<file path="config.mk">
export PLATFORM = sky130hd
export DESIGN_NAME = fetch_queue
export DESIGN_NICKNAME = d
export VERILOG_FILES = /design/src/rtl/fetch_queue.sv
export SDC_FILE = /design/constraint.sdc
export NUM_CORES = 1
export LEC_CHECK = 0
export ABC_CLOCK_PERIOD_IN_PS = 2450
export BUFFER_PORTS_ARGS = -buffer_cell sky130_fd_sc_hd__buf_4
export CORE_AREA = 2 2 147 134
export CTS_CLUSTER_SIZE = 16
export DETAILED_ROUTE_END_ITERATION = 10
export DIE_AREA = 0 0 149 136
export HOLD_SLACK_MARGIN = 0.02
export PLACE_DENSITY = 0.58
export SYNTH_ARGS = -nofsm -noshare
export SYNTH_HDL_FRONTEND = slang
export SYNTH_SLANG_ARGS = --single-unit
</file>
<file path="constraint.sdc">
create_clock -name clk -period 2.45 [get_ports clk]
set_input_delay 0.49 -clock clk [delete_from_list [all_inputs] [get_ports clk]]
set_output_delay 0.49 -clock clk [all_outputs]
set_load 0.05 [all_outputs]
</file>
<file path="src/rtl/fetch_queue.sv">
// rtl/fetch_queue.sv - instruction fetch stage with a first-word-fall-through {pc, instr} queue to decode
// Optional FETCH_REDIRECT_EN adds redirect_valid/redirect_pc (flush queue, reload PC).
module fetch_queue #(
    parameter int                  PC_WIDTH    = 12,
    parameter int                  INSTR_WIDTH = 32,
    parameter int                  QUEUE_DEPTH = 4,
    parameter logic [PC_WIDTH-1:0] RESET_PC    = '0,
    parameter int                  PC_STEP     = 4
) (
    input  logic                         clk,
    input  logic                         rst,
    output logic                         imem_req,
    output logic [PC_WIDTH-1:0]          imem_addr,
    input  logic [INSTR_WIDTH-1:0]       imem_rdata,
    output logic                         dec_valid,
    input  logic                         dec_ready,
    output logic [PC_WIDTH-1:0]          dec_pc,
    output logic [INSTR_WIDTH-1:0]       dec_instr,
    output logic [$clog2(QUEUE_DEPTH):0] occupancy
`ifdef FETCH_REDIRECT_EN
    ,
    input  logic                         redirect_valid,
    input  logic [PC_WIDTH-1:0]          redirect_pc
`endif
);

    localparam int PW = $clog2(QUEUE_DEPTH);
    localparam int CW = PW + 1;

    logic [PC_WIDTH-1:0]    pc;
    logic [PC_WIDTH-1:0]    pc_q;
    logic                   inflight;
    logic [PW-1:0]          rd_ptr;
    logic [PW-1:0]          wr_ptr;
    logic [CW-1:0]          count;
    logic [CW:0]            pending;
    logic                   flush;
    logic                   push;
    logic                   pop;

    logic [PC_WIDTH-1:0]    mem_pc    [QUEUE_DEPTH];
    logic [INSTR_WIDTH-1:0] mem_instr [QUEUE_DEPTH];

`ifdef FETCH_REDIRECT_EN
    assign flush = redirect_valid;
`else
    assign flush = 1'b0;
`endif

    // Credit counts entries held plus the one response still in flight;
    // a pop in the same cycle is deliberately not credited.
    assign pending  = {1'b0, count} + (CW+1)'(inflight);
    assign imem_req = !rst && !flush && (pending < (CW+1)'(QUEUE_DEPTH));
    assign imem_addr = pc;

    assign dec_valid = (count != '0);
    assign dec_pc    = mem_pc[rd_ptr];
    assign dec_instr = mem_instr[rd_ptr];
    assign occupancy = count;

    assign push = inflight && !flush;
    assign pop  = dec_valid && dec_ready && !flush;

    always_ff @(posedge clk) begin
        if (rst) begin
            pc       <= RESET_PC;
            pc_q     <= RESET_PC;
            inflight <= 1'b0;
            rd_ptr   <= '0;
            wr_ptr   <= '0;
            count    <= '0;
        end else if (flush) begin
`ifdef FETCH_REDIRECT_EN
            pc       <= redirect_pc;
`endif
            inflight <= 1'b0;
            rd_ptr   <= '0;
            wr_ptr   <= '0;
            count    <= '0;
        end else begin
            inflight <= imem_req;
            if (imem_req) begin
                pc   <= pc + PC_WIDTH'(PC_STEP);
                pc_q <= pc;
            end
            if (push) begin
                wr_ptr <= wr_ptr + PW'(1);
            end
            if (pop) begin
                rd_ptr <= rd_ptr + PW'(1);
            end
            case ({push, pop})
                2'b10:   count <= count + CW'(1);
                2'b01:   count <= count - CW'(1);
                default: count <= count;
            endcase
        end
    end

    // Storage needs no reset: count gates visibility of every entry.
    always_ff @(posedge clk) begin
        if (push && !rst) begin
            mem_pc[wr_ptr]    <= pc_q;
            mem_instr[wr_ptr] <= imem_rdata;
        end
    end

endmodule

</file>
## Word level (Yosys, flattened, before mapping)

Memories as Yosys holds them, arrays and structs flattened. A register that Yosys moved wholly into a read port is not among the register bits.
Index checks and enable logic that the tools add are counted.

- Flip-flop bits (word level): 32
- Bits in writable memories: 176
- Input port bits: 35
- Output and inout port bits: 61
- Word-level logic and storage cells: 30
- Memories kept: 2

- Add/sub/neg operators: 6
- Magnitude comparators: 1
- Eq/ne operators: 2
- Mux-type cells: 7
- Reduce and logical (&&, ||, !) cells: 6

Memory list:

| memory | words | bits a word | read ports | clocked after Yosys merged registers in | write ports | RTL line | source |
|---|---|---|---|---|---|---|---|
| mem_instr | 4 | 32 | 1 | 1 | 1 | 42 | `logic [INSTR_WIDTH-1:0] mem_instr [QUEUE_DEPTH];` |
| mem_pc | 4 | 12 | 1 | 1 | 1 | 41 | `logic [PC_WIDTH-1:0] mem_pc [QUEUE_DEPTH];` |

Operator list:

| kind | number |
|---|---|
| $add 12x3->12 const B | 1 |
| $mux 2 | 4 |
| $pmux 3 s2 | 1 |
| $add 2x1->2 const B | 2 |
| $add 3x1->4 | 1 |
| $lt 4x3->1 const B | 1 |
| $add 3x1->3 const B | 1 |
| $logic_and 1x1->1 | 3 |
| $reduce_bool 3->1 | 1 |
| $sub 3x1->3 const B | 1 |
| $eq 2x1->1 const B | 1 |
| $eq 2x2->1 const B | 1 |
| $mux 1 | 2 |
| $reduce_bool 2->1 | 1 |
| $logic_not 1->1 | 1 |

## Logic depth before layout (Yosys ltp)

- Depth after elaboration: 4
- Gate-level depth with buffers: 8
- Gate-level depth less buffers: 7

## Worst setup path before layout

No wires, ideal clock.

- Path kind: register -> output
- Start: register count[1], in the netlist occupancy[1]
- End: output port imem_req
- Arrival time: 1.837 ns
- Required time: 1.960 ns
- Setup slack: 0.123 ns
- Stages on the path, launching flop included: 5
- Path buffers: 2
- Cells stage by stage: dfxtp_1 a31o_4 buf_2 buf_2 nor2_1

- Word-level cells in the longest chain between the ends: 3

RTL lines:

| element | RTL line | source |
|---|---|---|
| start, declared | 35 | `logic [CW-1:0] count;` |
| start signal, assigned | 93 | `2'b10: count <= count + CW'(1);` |
| start signal, assigned | 94 | `2'b01: count <= count - CW'(1);` |
| start signal, assigned | 95 | `default: count <= count;` |
| $add 3x1->4 | 52 | `assign pending = {1'b0, count} + (CW+1)'(inflight);` |
| $lt 4x3->1 | 53 | `assign imem_req = !rst && !flush && (pending < (CW+1)'(QUEUE_DEPTH));` |
| $logic_and 1x1->1 | 53 |  |
| end, declared | 12 | `output logic imem_req,` |

Every way passes these cells.

==> impl_summary.txt <==
----------------------------------------------------
[STA]
  Maximum clock rate ... 434 MHz
  Setup Viol. Count Final ... 0
  Layout Skew ... 0.00775 ns
  Setup ws final ... 0.146 ns
  Setup repair after global routing missed its margin ... false
  Slew of the pin with the lowest slew margin ... 1.00 ns
  Setup total negative slack ... 0 ns
  Tightest slew margin relative to the limit ... 0.329
  Final critical path time including I/O delays and setup ... 2.30 ns
  Final Cycle Share ... 0.940
  Hold Fails Final Rpt ... 0
  Final max-slew violation count ... 0

[Clock tree]
  Clock root buffer ... sky130_fd_sc_hd__clkbuf_16
  Hold buffers post-CTS ... 0
  Bufs on Longest Clock Path ... 2
  Latest clock arrival within the worst-skew pair ... 0.43 ns
  Sinks on the clock net ... 198
  TritonCTS clock tree ... built
  H-tree lvl count ... 4
  CTS clock-pin slew for the worst setup and hold paths ... 0.07 ns
  TritonCTS buffer count ... 17

[Logic synthesis]
  Synthesized flop and latch total ... 198
  Leading area contributor after synthesis ... sky130_fd_sc_hd__edfxtp_1
  Number of instances in the synthesized netlist ... 377
  Avg Synthesized Cell Area ... 19.6 sq um
  Portion of the post-synthesis area used by sequential elements ... 0.765
  Post-synth top area share ... 0.684
  Ranking of synthesized cells by area ... sky130_fd_sc_hd__edfxtp_1 (68%), sky130_fd_sc_hd__mux4_2 (13%), sky130_fd_sc_hd__dfxtp_1 (8.1%), sky130_fd_sc_hd__nand2_1 (1.2%), sky130_fd_sc_hd__a21oi_1 (1.2%)
  Post-Syn Area ... 7380 sq um
  Count of warnings emitted by yosys ... 0
  Distinct cell type count after synthesis ... 34

[Final layout]
  Fillers ... 1,599
  Commonest cells after routing, fill and taps aside ... sky130_fd_sc_hd__edfxtp_1 (168), sky130_fd_sc_hd__buf_4 (94), sky130_fd_sc_hd__mux4_2 (42)
  Nets@finish ... 521
  Most frequent standard cell in the layout excluding fill and tap cells ... sky130_fd_sc_hd__edfxtp_1
  Area added between synthesis and finish ... 22.5%
  Ratio of cells with drive above 1 in the final layout ... 0.376
  Total inserted antenna cells ... 0

[Floorplan]
  Num ports ... 96
  Horiz. Die Dim ... 149 microns
  Starting Density ... 0.391
  Area enclosed by the die boundary ... 20,300 sq um
  Number of rows created at floorplan ... 48
  Core area ... 18,900 sq um
  Die outline height ... 136 microns

[Detailed routing]
  Vias after detailed routing ... 3,671
  Routed length on met1 ... 5900 microns
  Average routed wire per standard cell ... 18.0 microns
  Overall routed net length ... 13,300 microns
  Met3 WL ... 809 microns
  Post-route DRC ... 0
  Met2 wire length ... 6500 microns
  Uppermost layer routed ... met4
  Antenna viol nets, final ... 0
  Vias per std cell ... 4.95
  Starting DRT DRC Count ... 273
  Detailed Routing Iterations Pass 1 ... 5

[Worst setup path]
  Required time at the endpoint of the critical path ... 1.96 ns
  Cell Chain, Critical Path ... buf_12 > mux4_2 > buf_4
  Critical-path cell with the highest stage delay ... sky130_fd_sc_hd__mux4_2
  Cell type group with the largest total delay on the critical path ... multiplexers
  Worst reg-to-reg setup slack ... 0.43 ns
  Capturing element type of the critical path ... primary output
  Largest fanout of any net on the critical path ... 19
  Critical Path Start Type ... register
  Crit Path Category ... reg -> out
  Largest stage delay, worst path ... 0.54 ns
  Critical path arrival ... 1.81 ns
  Count of buffer and inverter cells on the critical path ... 2

[Status]
  Result of the run ... completed

[Global routing]
  Wire length of the first global-routing pass ... 20,800 microns
  Vias in the first global route ... 3,734
  Maximum number of pins on one net before global-route repair ... 43
  Overall Global Routing Usage ... 0.139
  Antenna violations before repair ... 0
  Global-route congestion overflow total ... 0

[Min path]
  Kind of path behind the tightest hold check ... in -> reg

[Job]
  Total of max-cap violations ... 0

[Pwr]
  Power density over the cells ... 1100 nW/um^2
  Peak ir drop on the vdd network ... 0.719 mV
  P_leak ... 3.06 nW

[Place]
  Detailed-placement wirelength estimate ... 7840 microns
  Routability cong. ... 0.757
  Setup slack after placement ... 0.410 ns
  Number of I/O port buffers ... 91

----------------------------------------------------
==> path summary, 6_finish.rpt <==
path,startpoint,endpoint,cells past startpoint
min reg2reg,pc_q[3]$_SDFFE_PP0P_,pc_q[3]$_SDFFE_PP0P_,2
max,register,dec_pc[9],3
max reg2reg,occupancy[0]$_SDFFE_PP0P_,occupancy[2]$_SDFFE_PP0P_,7
min,imem_rdata[24],mem_instr[2][24]$_DFFE_PP_,1
==> layout make-up <==
class                      count  area, sq um  area share
tap                          250          313      0.0346
inverter                      10         37.5     0.00415
clock buffer                  17          425      0.0470
timing repair buffer         101          846      0.0935
sequential                   198         5650       0.625
clock inverter                15          169      0.0187
multi-input combinational    151         1600       0.177
==> cells in the mapped netlist (all sizes together) <==
cell    number
buf         13
clkbuf       8
nor2b        2
dfxtp       30
or4          1
nand3        3
nand4        2
ha           6
o21ai        4
inv         10
a31o         1
o311ai       2
xor2         3
fa           1
edfxtp     168
o41ai        1
mux2i        1
mux2         3
a21oi       17
o31ai        1
nor4         3
nand2       24
or2          1
or3          5
mux4        42
o31a         1
nor2        15
and3         4
xnor2        3
a31oi        1
conb         1
==> kinds of logic (layout without fill, tap and decap cells) <==
kind of cell    after synthesis  count (layout)  share of synthesized area
compound gates               28              28                     0.0232
xor+xnor                      6               6                    0.00712
fa+ha+maj                     7               7                     0.0129
buf+inv                      31             143                     0.0200
flops                       198             198                      0.765
mux                          46              46                      0.134
other cells                   1               4                   0.000508
simple gates                 60              60                     0.0373
==> state kept, by name, indices dropped and copies added (netlist names), named ones only <==
register	flops
mem_instr	128
mem_pc	40
imem_addr	10
pc_q	10
occupancy	3
rd_ptr	2
wr_ptr	2
inflight	1
==> power by group <==
part | total [W] | internal (W) | switching, W
combinational | 0.00308 | 0.00113 | 0.00195
sequential | 0.00412 | 0.00395 | 0.000174
clock | 0.00279 | 0.00153 | 0.00126
total | 0.00999 | 0.00661 | 0.00338
==> routing by layer <==
metal  vias to the layer above  global-route usage
li1                       1695                   -
met4                         0              0.0492
met5                         -                   0
met1                      1865               0.184
met2                       100               0.221
met3                        11              0.0413
==> stage by stage <==
stage	cell area, sq um	cells	util	power (W)	hold slack (ns)
final	9040	742	0.480	0.00999	0.256
after global routing	9040	742	0.480	0.0104	0.236
after CTS	9040	742	0.480	0.0101	0.232
after detailed placement	8430	707	0.447	0.00730	0.490
after global placement	8430	707	0.447	0.00726	0.474
after floorplan	7390	380	-	0.00639	0.460
==> repair_timing <==
item                                    in CTS  in global routing
buffers inserted                             3                  0
endpoints found under the hold margin        0                  0
endpoints found under the setup margin      24                  0
gates resized for setup                      0                  0
Note: power is estimated with default switching activity, not from simulation.
